`config.mk`:
```
export PLATFORM = sky130hd
export DESIGN_NAME = exc_redirect_ctrl
export DESIGN_NICKNAME = d
export VERILOG_FILES = /design/src/rtl/exc_redirect_ctrl_pkg.sv /design/src/rtl/exc_redirect_ctrl_int_sync.sv /design/src/rtl/exc_redirect_ctrl.sv
export SDC_FILE = /design/constraint.sdc
export NUM_CORES = 1
export LEC_CHECK = 0
export CAP_MARGIN = 30
export CORE_UTILIZATION = 37
export CTS_CLUSTER_SIZE = 30
export DETAILED_ROUTE_END_ITERATION = 10
export GPL_TIMING_DRIVEN = 0
export HOLD_SLACK_MARGIN = 0.05
export PLACE_DENSITY = 0.81
export SLEW_MARGIN = 5
export SYNTH_ARGS = -nofsm -noshare
export SYNTH_HDL_FRONTEND = slang
export SYNTH_SLANG_ARGS = --single-unit
```
`constraint.sdc`:
```
create_clock -name clk -period 2.2 [get_ports clk]
set_clock_uncertainty 0.2 [all_clocks]
set_input_delay 0.44 -clock clk [delete_from_list [all_inputs] [get_ports clk]]
set_output_delay 0.44 -clock clk [all_outputs]
set_load 0.02 [all_outputs]
```
`src/rtl/exc_redirect_ctrl_pkg.sv`:
```
`default_nettype none
// +----------------------------------------------------------------------------+
// | Module : exc_redirect_ctrl_pkg                                             |
// | Brief  : Shared FSM state type, exception codes and counter helper.        |
// | Rev    : 1.0                                                               |
// +----------------------------------------------------------------------------+
package exc_redirect_ctrl_pkg;

  typedef enum logic [1:0] {
    IDLE     = 2'd0,
    FLUSH    = 2'd1,
    REDIRECT = 2'd2
  } exc_state_e;

  // Int uses the architectural cause code; ERET borrows the unused top code.
  localparam logic [4:0]  EXC_CODE_INT  = 5'h00;
  localparam logic [4:0]  EXC_CODE_ERET = 5'h1f;
  localparam logic [15:0] EXC_CNT_MAX   = 16'hFFFF;

  function automatic logic [15:0] sat_inc16(input logic [15:0] v);
    return (v == EXC_CNT_MAX) ? v : v + 16'd1;
  endfunction

endpackage : exc_redirect_ctrl_pkg
`default_nettype wire

```
`src/rtl/exc_redirect_ctrl_int_sync.sv`:
```
`default_nettype none
// +----------------------------------------------------------------------------+
// | Module : int_sync                                                          |
// | Brief  : Two-flop synchronizer for asynchronous hardware interrupt lines.  |
// | Rev    : 1.0                                                               |
// +----------------------------------------------------------------------------+
module int_sync #(
  parameter int WIDTH = 6
) (
  input  logic             clk,
  input  logic             resetn,
  input  logic [WIDTH-1:0] i_d,
  output logic [WIDTH-1:0] o_q
);

  logic [WIDTH-1:0] r_meta;
  logic [WIDTH-1:0] r_sync;

  always_ff @(posedge clk) begin
    if (!resetn) begin
      r_meta <= '0;
      r_sync <= '0;
    end else begin
      r_meta <= i_d;
      r_sync <= r_meta;
    end
  end

  assign o_q = r_sync;

endmodule : int_sync
`default_nettype wire

```
`src/rtl/exc_redirect_ctrl.sv`:
```
`default_nettype none
// +----------------------------------------------------------------------------+
// | Module : exc_redirect_ctrl                                                 |
// | Brief  : M-stage exception/IRQ/ERET commit, pipeline flush and fetch       |
// |          redirect sequencer. Define INT_SYNC_EN to synchronize int_i.      |
// | Rev    : 1.0                                                               |
// +----------------------------------------------------------------------------+
module exc_redirect_ctrl (
  input  logic        clk,
  input  logic        resetn,
  input  logic        inst_valid_i,
  input  logic        stall_i,
  input  logic        exc_valid_i,
  input  logic [4:0]  exc_code_i,
  input  logic        eret_i,
  input  logic        irq_i,
  input  logic [5:0]  int_i,
  output logic [5:0]  int_o,
  input  logic [31:0] vec_i,
  input  logic [31:0] epc_i,
  output logic        commit_o,
  output logic [4:0]  commit_code_o,
  output logic        flush_o,
  output logic        redirect_valid_o,
  output logic [31:0] redirect_pc_o,
  input  logic        redirect_ready_i,
  output logic        busy_o,
  output logic [15:0] exc_cnt_o
);

  import exc_redirect_ctrl_pkg::*;

  exc_state_e  r_state;
  exc_state_e  w_state_nxt;
  logic [4:0]  r_code;
  logic [31:0] r_target;
  logic        r_is_eret;
  logic [15:0] r_exc_cnt;
  logic [15:0] w_exc_cnt_nxt;
  logic        w_accept;
  logic [4:0]  w_code;
  logic [31:0] w_target;
  logic        w_is_eret;

  // Request decode, irq > exception > eret.
  always_comb begin
    w_accept  = (r_state == IDLE) && inst_valid_i && !stall_i
                && (irq_i || exc_valid_i || eret_i);
    w_code    = EXC_CODE_ERET;
    w_target  = epc_i;
    w_is_eret = 1'b1;
    if (irq_i) begin
      w_code    = EXC_CODE_INT;
      w_target  = vec_i;
      w_is_eret = 1'b0;
    end else if (exc_valid_i) begin
      w_code    = exc_code_i;
      w_target  = vec_i;
      w_is_eret = 1'b0;
    end
  end

  always_ff @(posedge clk) begin
    if (!resetn) begin
      r_state <= IDLE;
    end else begin
      r_state <= w_state_nxt;
    end
  end

  always_comb begin
    w_state_nxt      = r_state;
    commit_o         = 1'b0;
    commit_code_o    = 5'd0;
    flush_o          = 1'b0;
    redirect_valid_o = 1'b0;
    redirect_pc_o    = 32'd0;
    busy_o           = 1'b1;
    case (r_state)
      IDLE: begin
        busy_o = 1'b0;
        if (w_accept) begin
          w_state_nxt = FLUSH;
        end
      end
      FLUSH: begin
        commit_o      = 1'b1;
        commit_code_o = r_code;
        flush_o       = 1'b1;
        w_state_nxt   = REDIRECT;
      end
      REDIRECT: begin
        flush_o          = 1'b1;
        redirect_valid_o = 1'b1;
        redirect_pc_o    = r_target;
        if (redirect_ready_i) begin
          w_state_nxt = IDLE;
        end
      end
      default: begin
        busy_o      = 1'b0;
        w_state_nxt = IDLE;
      end
    endcase
  end

  always_ff @(posedge clk) begin
    if (!resetn) begin
      r_code    <= 5'd0;
      r_target  <= 32'd0;
      r_is_eret <= 1'b0;
    end else if (w_accept) begin
      r_code    <= w_code;
      r_target  <= w_target;
      r_is_eret <= w_is_eret;
    end
  end

  // Counter is rewritten every cycle so it always tracks its own held value.
  always_comb begin
    w_exc_cnt_nxt = r_exc_cnt;
    if (commit_o && !r_is_eret) begin
      w_exc_cnt_nxt = sat_inc16(r_exc_cnt);
    end
  end

  always_ff @(posedge clk) begin
    if (!resetn) begin
      r_exc_cnt <= 16'd0;
    end else begin
      r_exc_cnt <= w_exc_cnt_nxt;
    end
  end

  assign exc_cnt_o = r_exc_cnt;

`ifdef INT_SYNC_EN
  logic [5:0] w_int_sync;

  int_sync #(
    .WIDTH (6)
  ) u_int_sync (
    .clk    (clk),
    .resetn (resetn),
    .i_d    (int_i),
    .o_q    (w_int_sync)
  );

  assign int_o = w_int_sync;
`else
  // Forced low while reset is held so every output reads 0 in reset.
  assign int_o = resetn ? int_i : 6'd0;
`endif

endmodule : exc_redirect_ctrl
`default_nettype wire

```
# --- Word-level counts from Yosys, hierarchy flattened ---
# Index checks and enable logic that the tools add are counted.
# W data, S select, Z words.
classes:
  n_eq_ne: 5
  add_sub_neg: 1
  bitwise_logic: 1
  mux: 15
  reduce_logical: 12
op_table:
  columns: ["op", "n"]
  rows:
  - ["$mux W32", 3]
  - ["$add A16 B1 Y16 const B", 1]
  - ["$eq A16 B16 Y1 const B", 1]
  - ["$mux W5", 3]
  - ["$mux W6", 1]
  - ["$pmux W2 S3", 1]
  - ["$mux W1", 5]
  - ["$logic_and A1 B1 Y1", 4]
  - ["$mux W2", 2]
  - ["$ne A2 B2 Y1 const B", 2]
  - ["$reduce_and A2 Y1", 2]
  - ["$eq A2 B1 Y1 const B", 1]
  - ["$eq A2 B2 Y1 const B", 1]
  - ["$logic_not A1 Y1", 2]
  - ["$logic_not A2 Y1", 1]
  - ["$logic_or A1 B1 Y1", 2]
  - ["$reduce_or A2 Y1", 1]
  - ["$not A1 Y1", 1]
word_totals:
  word_cells: 39
  output_inout_bits: 63
  register_bits: 56
  input_bits: 83

# --- Longest topological paths before layout ---
# Gate-level depths: netlist of the first run.
logic_depth:
  depth_word: 6
  mapped_depth: 8
  depth_no_buf: 6

# --- Least setup slack after synthesis of the first run ---
# Ideal clock, no wire load.
synth_timing:
  path_type: "reg2reg"
  from: "register r_state[1]"
  to: "register r_exc_cnt[15] (netlist: exc_cnt_o[15])"
  arrival_time_ns: 2.069
  period_less_slack_ns: 2.339
  setup_ns: 0.071
  path_stages_with_launch: 7
  path_buffers: 0
  setup_slack_ns: -0.139
  required_ns: 1.929
  path_cell_list: "dfxtp_1 > inv_1 > ha_1 > nand3b_2 > or4_4 > or4_1 > a21oi_1"
synth_between:
  elab_chain_len: 4
synth_rtl:
  columns: ["item", "line_no", "text"]
  rows:
  - ["start, declared", "exc_redirect_ctrl.sv:33", "exc_state_e r_state;"]
  - ["start signal, assigned", "exc_redirect_ctrl.sv:67", "r_state <= w_state_nxt;"]
  - ["$eq A2 B1 Y1", "exc_redirect_ctrl.sv:79", "case (r_state)"]
  - ["$mux W1", "exc_redirect_ctrl.sv:79", null]
  - ["named net commit_o", "exc_redirect_ctrl.sv:21", "output logic commit_o,"]
  - ["$logic_and A1 B1 Y1", "exc_redirect_ctrl.sv:122", "if (commit_o && !r_is_eret) begin"]
  - ["$reduce_and A2 Y1 (no line)", null, null]
  - ["end signal, assigned", "exc_redirect_ctrl.sv:131", "r_exc_cnt <= w_exc_cnt_nxt;"]
  - ["end, declared", "exc_redirect_ctrl.sv:38", "logic [15:0] r_exc_cnt;"]
# The timed path passes the listed nets, and every way through them passes these cells.
# A chain may end at the register's enable or synchronous reset.

# --- Worst setup path after layout of the first run ---
layout_timing:
  from: "register r_state[1]"
  to: "register r_exc_cnt[9] (netlist: exc_cnt_o[9])"
layout_between:
  elab_chain_len: 4
layout_rtl:
  columns: ["item", "line_no"]
  rows:
  - ["$eq A2 B1 Y1", "exc_redirect_ctrl.sv:79"]
  - ["$mux W1", "exc_redirect_ctrl.sv:79"]
  - ["$logic_and A1 B1 Y1", "exc_redirect_ctrl.sv:122"]
  - ["$reduce_and A2 Y1 (no line)", null]
# Every way passes these cells.

==> flow_metrics.tcl, run 1 <==
set metrics [dict create \
    crit_chain "inv_4, ha_4, nand3b_4, or4_4, or4_1, a21oi_1" \
    yosysWarnings 0 \
    async_flop_share_pct 0 \
    worstSetupEndpointType "flop" \
    synth_top_area_share_pct 38.37 \
    r2r_cells 6 \
    arrival_ns 2.19 \
    crit_path_start "r_state[1]$_SDFFE_PN0P_" \
    clockRootBuffer "clkbuf_8" \
    worstPathRequired_ns 2.23 \
    ys_seq_area_share_pct 38.37 \
    clockBufferDepth 2 \
    grt_pass1_vias 3089 \
    hpwl_um 6821 \
    p_sw_share_pct 32.88 \
    r2r-end "exc_cnt_o[9]$_SDFFE_PN0P_" \
    status "finished, final reports clean" \
    grt_overflow 0 \
    worst-path-stages 6 \
    synth.avg_cell_area_um2 7.896 \
    crit_path_end "exc_cnt_o[9]$_SDFFE_PN0P_" \
    reg2reg_slack_ns 0.04 \
    htreeDepth 2 \
    worst_slack_ns 0.03826 \
    cts_tree "yes" \
    slew_viol_final 0 \
    slew_headroom_pct 60.65 \
    synthCells 370 \
    dp_cells 617 \
    final_antenna_net_count 0 \
    rsz0062_at_grt "false" \
    dp_worst_setup_slack_ns -0.6928 \
    portBuffers 145 \
    grt_usage_pct 21.14 \
    nNetsFinal 611 \
    ios 146 \
    synthFlopType "dfxtp_1" \
    finalSetupViolations 0 \
    start_util_pct 38.00 \
    die_x_um 90.86 \
    max-cap-violations 0 \
    floorplan.rows 32 \
    yosysTopAreaCell "dfxtp_1" \
    wl_per_cell_um 14.51 \
    grt_pass1_wl_um 14200 \
    ff_latch_area_mm2 0.001129 \
    finalPower_mw 2.787 \
    setup_tns_ns 0 \
    syn_nets 459 \
    vias 3315 \
    core-area_mm2 0.007687 \
    placed_area_mm2 0.004513 \
    synth.distinct_cells 38 \
    layout.cells.non_filler 625 \
    startpoint_type "flop" \
    tightest_slew_ns 0.5903 \
    finalInstanceArea_mm2 0.004552 \
    drive_gt1_share_pct 14.72 \
    cp_top_family "simple AND/OR/NAND/NOR gates" \
    drc 0 \
    gp_congestion 0.9158 \
    yosys-top-cells-count "dfxtp_1 (56), nor2_1 (41), nand2_1 (40), and2_1 (39), o21ai_0 (37)" \
    num_antenna_cells 0 \
    vias_per_cell 5.304 \
    numClockSinks 56 \
    design.die.area_mm2 0.008256 \
    drt_iter0_drc 138 \
    area_growth_syn_to_layout_pct 55.80 \
    multi_input_area_mm2 0.001722 \
    seq_power_share_pct 43.6 \
    synth-seq-cells 56 \
    critPathMaxFanout 8 \
    p_int_mw 1.871 \
    yosysMostFrequentCell "dfxtp_1" \
    peakVddDrop_mv 0.3522 \
    period_share_pct 98.26 \
    clockPowerShare_pct 21.6 \
    fillers 725 \
    path_buf_inv 1 \
    period_needed_ns 2.162 \
    pwr-share-comb_pct 34.8 \
    power.switching_uw 916.4 \
    syn-cell-area_mm2 0.002922 \
    clkTransAtPathRegs_ns 0.10 \
    hold_viol 0 \
    r2r-start "r_state[1]$_SDFFE_PN0P_" \
    antenna_found_initial 0 \
    cpMaxStageDelayCell "or4_4" \
    clk_latency_ns 0.31 \
    clock.fmax_mhz 462.6 \
    hold_path.class "reg -> reg" \
    cts_inserted_buffers 5 \
    drt_pass1_iterations 4 \
    critical_path_class "reg -> reg" \
    routed_wirelength_um 9069 \
    leakagePower_nw 1.738 \
    synth_edf_count 0 \
    pwr_density_cell_mw_per_mm2 612.3 \
    critPathMaxStageDelay_ns 0.57 \
    yosys-top-cells-area "dfxtp_1 (38%), a311oi_1 (9.6%), and2_1 (8.4%)" \
    die_h_um 90.86 \
    grt_start_max_net_pins 18 \
]
[per-layer routing]
layer  track usage (%)  routed length [um]  vias to the layer above  part of all wire (%)
met1             24.69                3830                     1549                    42
met4             4.233                 113                        0                   1.2
li1                  -                   -                     1637                     -
met2             38.01                4500                      119                    50
met5                 0                   0                        -                     0
met3             6.397                 625                       10                   6.9
[cells by family after synthesis]
group,count (synthesis),share of synthesized area (%)
AOI/OAI and AO/OA,103,23.94
adders and majority gates,6,2.570
buffers and inverters,36,4.796
DFF,56,38.37
muxes,2,0.6853
and+or+nand+nor,167,29.64
[metrics by stage]
step,hold WS (ns),utilization [%]
after floorplan,0.2669,-
after global placement,0.2770,58.71
after detailed placement,0.2816,58.71
after CTS,0.2948,60.90
after global routing,0.3155,59.21
final,0.2925,59.21
[state kept, by name, indices dropped and copies added, names as in the netlist]
signal / count
r_code: 5
exc_cnt_o: 16
r_state: 2
r_target: 32
r_is_eret: 1
[what timing repair did]
item / CTS / global route
setup endpoints to repair: 87 / 72
pin swaps: 1 / 6
hold buffers: 0 / 0
cloned: 0 / 0
buffers inserted: 1 / 1
resized for setup: 132 / 50
[layout by cell type, fill, tap and decap left out, types with 8 or more instances in the layout]
| cell | instances |
|---|---|
| clkbuf_8 | 9 |
| and2_1 | 38 |
| dlygate4sd2_1 | 16 |
| a211oi_1 | 8 |
| nand2_1 | 40 |
| clkbuf_1 | 15 |
| nor2_1 | 41 |
| dfxtp_1 | 54 |
| a311oi_1 | 31 |
| buf_2 | 32 |
| o21ai_0 | 37 |
| a21oi_1 | 11 |
| clkdlybuf4s50_1 | 96 |
[tightest hold or removal path: cells and delay by family (launching register included)]
| kind | cells | cell delay (ns) |
|---|---|---|
| simple gates | 1 | 0.09 |
| flops | 1 | 0.32 |
| compound gates | 1 | 0.05 |
[cell type report]
cell class                      count  area share, %
Clock buffer                        6          1.814
Clock inverter                      2         0.3299
Multi-Input combinational cell    278          37.82
Tap cell                          102          2.804
Sequential cell                    56          24.79
Buffer                             27          3.299
Inverter                            7         0.6322
Timing Repair Buffer              147          28.50
[how the worst min path moves through the flow]
stage,from,end,slack [ns],cells past startpoint
after CTS,r_code[3]$_SDFFE_PN0P_,r_code[3]$_SDFFE_PN0P_,0.29,2
after floorplan,r_code[3]$_SDFFE_PN0P_,r_code[3]$_SDFFE_PN0P_,0.27,2
final,r_code[3]$_SDFFE_PN0P_,r_code[3]$_SDFFE_PN0P_,0.29,2
after global routing,r_target[27]$_SDFFE_PN0P_,r_target[27]$_SDFFE_PN0P_,0.32,2
after global placement,r_code[3]$_SDFFE_PN0P_,r_code[3]$_SDFFE_PN0P_,0.28,2
after detailed placement,r_code[3]$_SDFFE_PN0P_,r_code[3]$_SDFFE_PN0P_,0.28,2
[power groups by stage]
stage	sequential, mW	clock (mW)	combinational [mW]
5_1_grt	1.23	0.653	1.07
3_5_place_dp	1.23	0	0.953
4_1_cts	1.21	0.613	0.955
2_1_floorplan	1.22	0	0.539
6_report	1.22	0.602	0.969
3_3_place_gp	1.22	0	0.928
(Power assumes the default switching activity.)
==> inputs of run 2 (changes only) <==
--- a/config.mk
+++ b/config.mk
@@ -10,7 +10,7 @@
 export CTS_CLUSTER_SIZE = 30
 export DETAILED_ROUTE_END_ITERATION = 10
 export GPL_TIMING_DRIVEN = 0
-export HOLD_SLACK_MARGIN = 0.05
+export HOLD_SLACK_MARGIN = 0.03
 export PLACE_DENSITY = 0.81
 export SLEW_MARGIN = 5
 export SYNTH_ARGS = -nofsm -noshare
==> results of run 2 <==
Same layout as run 1: the final DEF is identical, and so are final timing and power.
==> inputs of run 3 (changes only) <==
--- a/config.mk
+++ b/config.mk
@@ -10,7 +10,6 @@
 export CTS_CLUSTER_SIZE = 30
 export DETAILED_ROUTE_END_ITERATION = 10
 export GPL_TIMING_DRIVEN = 0
-export HOLD_SLACK_MARGIN = 0.03
 export PLACE_DENSITY = 0.81
 export SLEW_MARGIN = 5
 export SYNTH_ARGS = -nofsm -noshare
==> results of run 3 <==
Same layout as run 1: the final DEF is identical, and so are final timing and power.
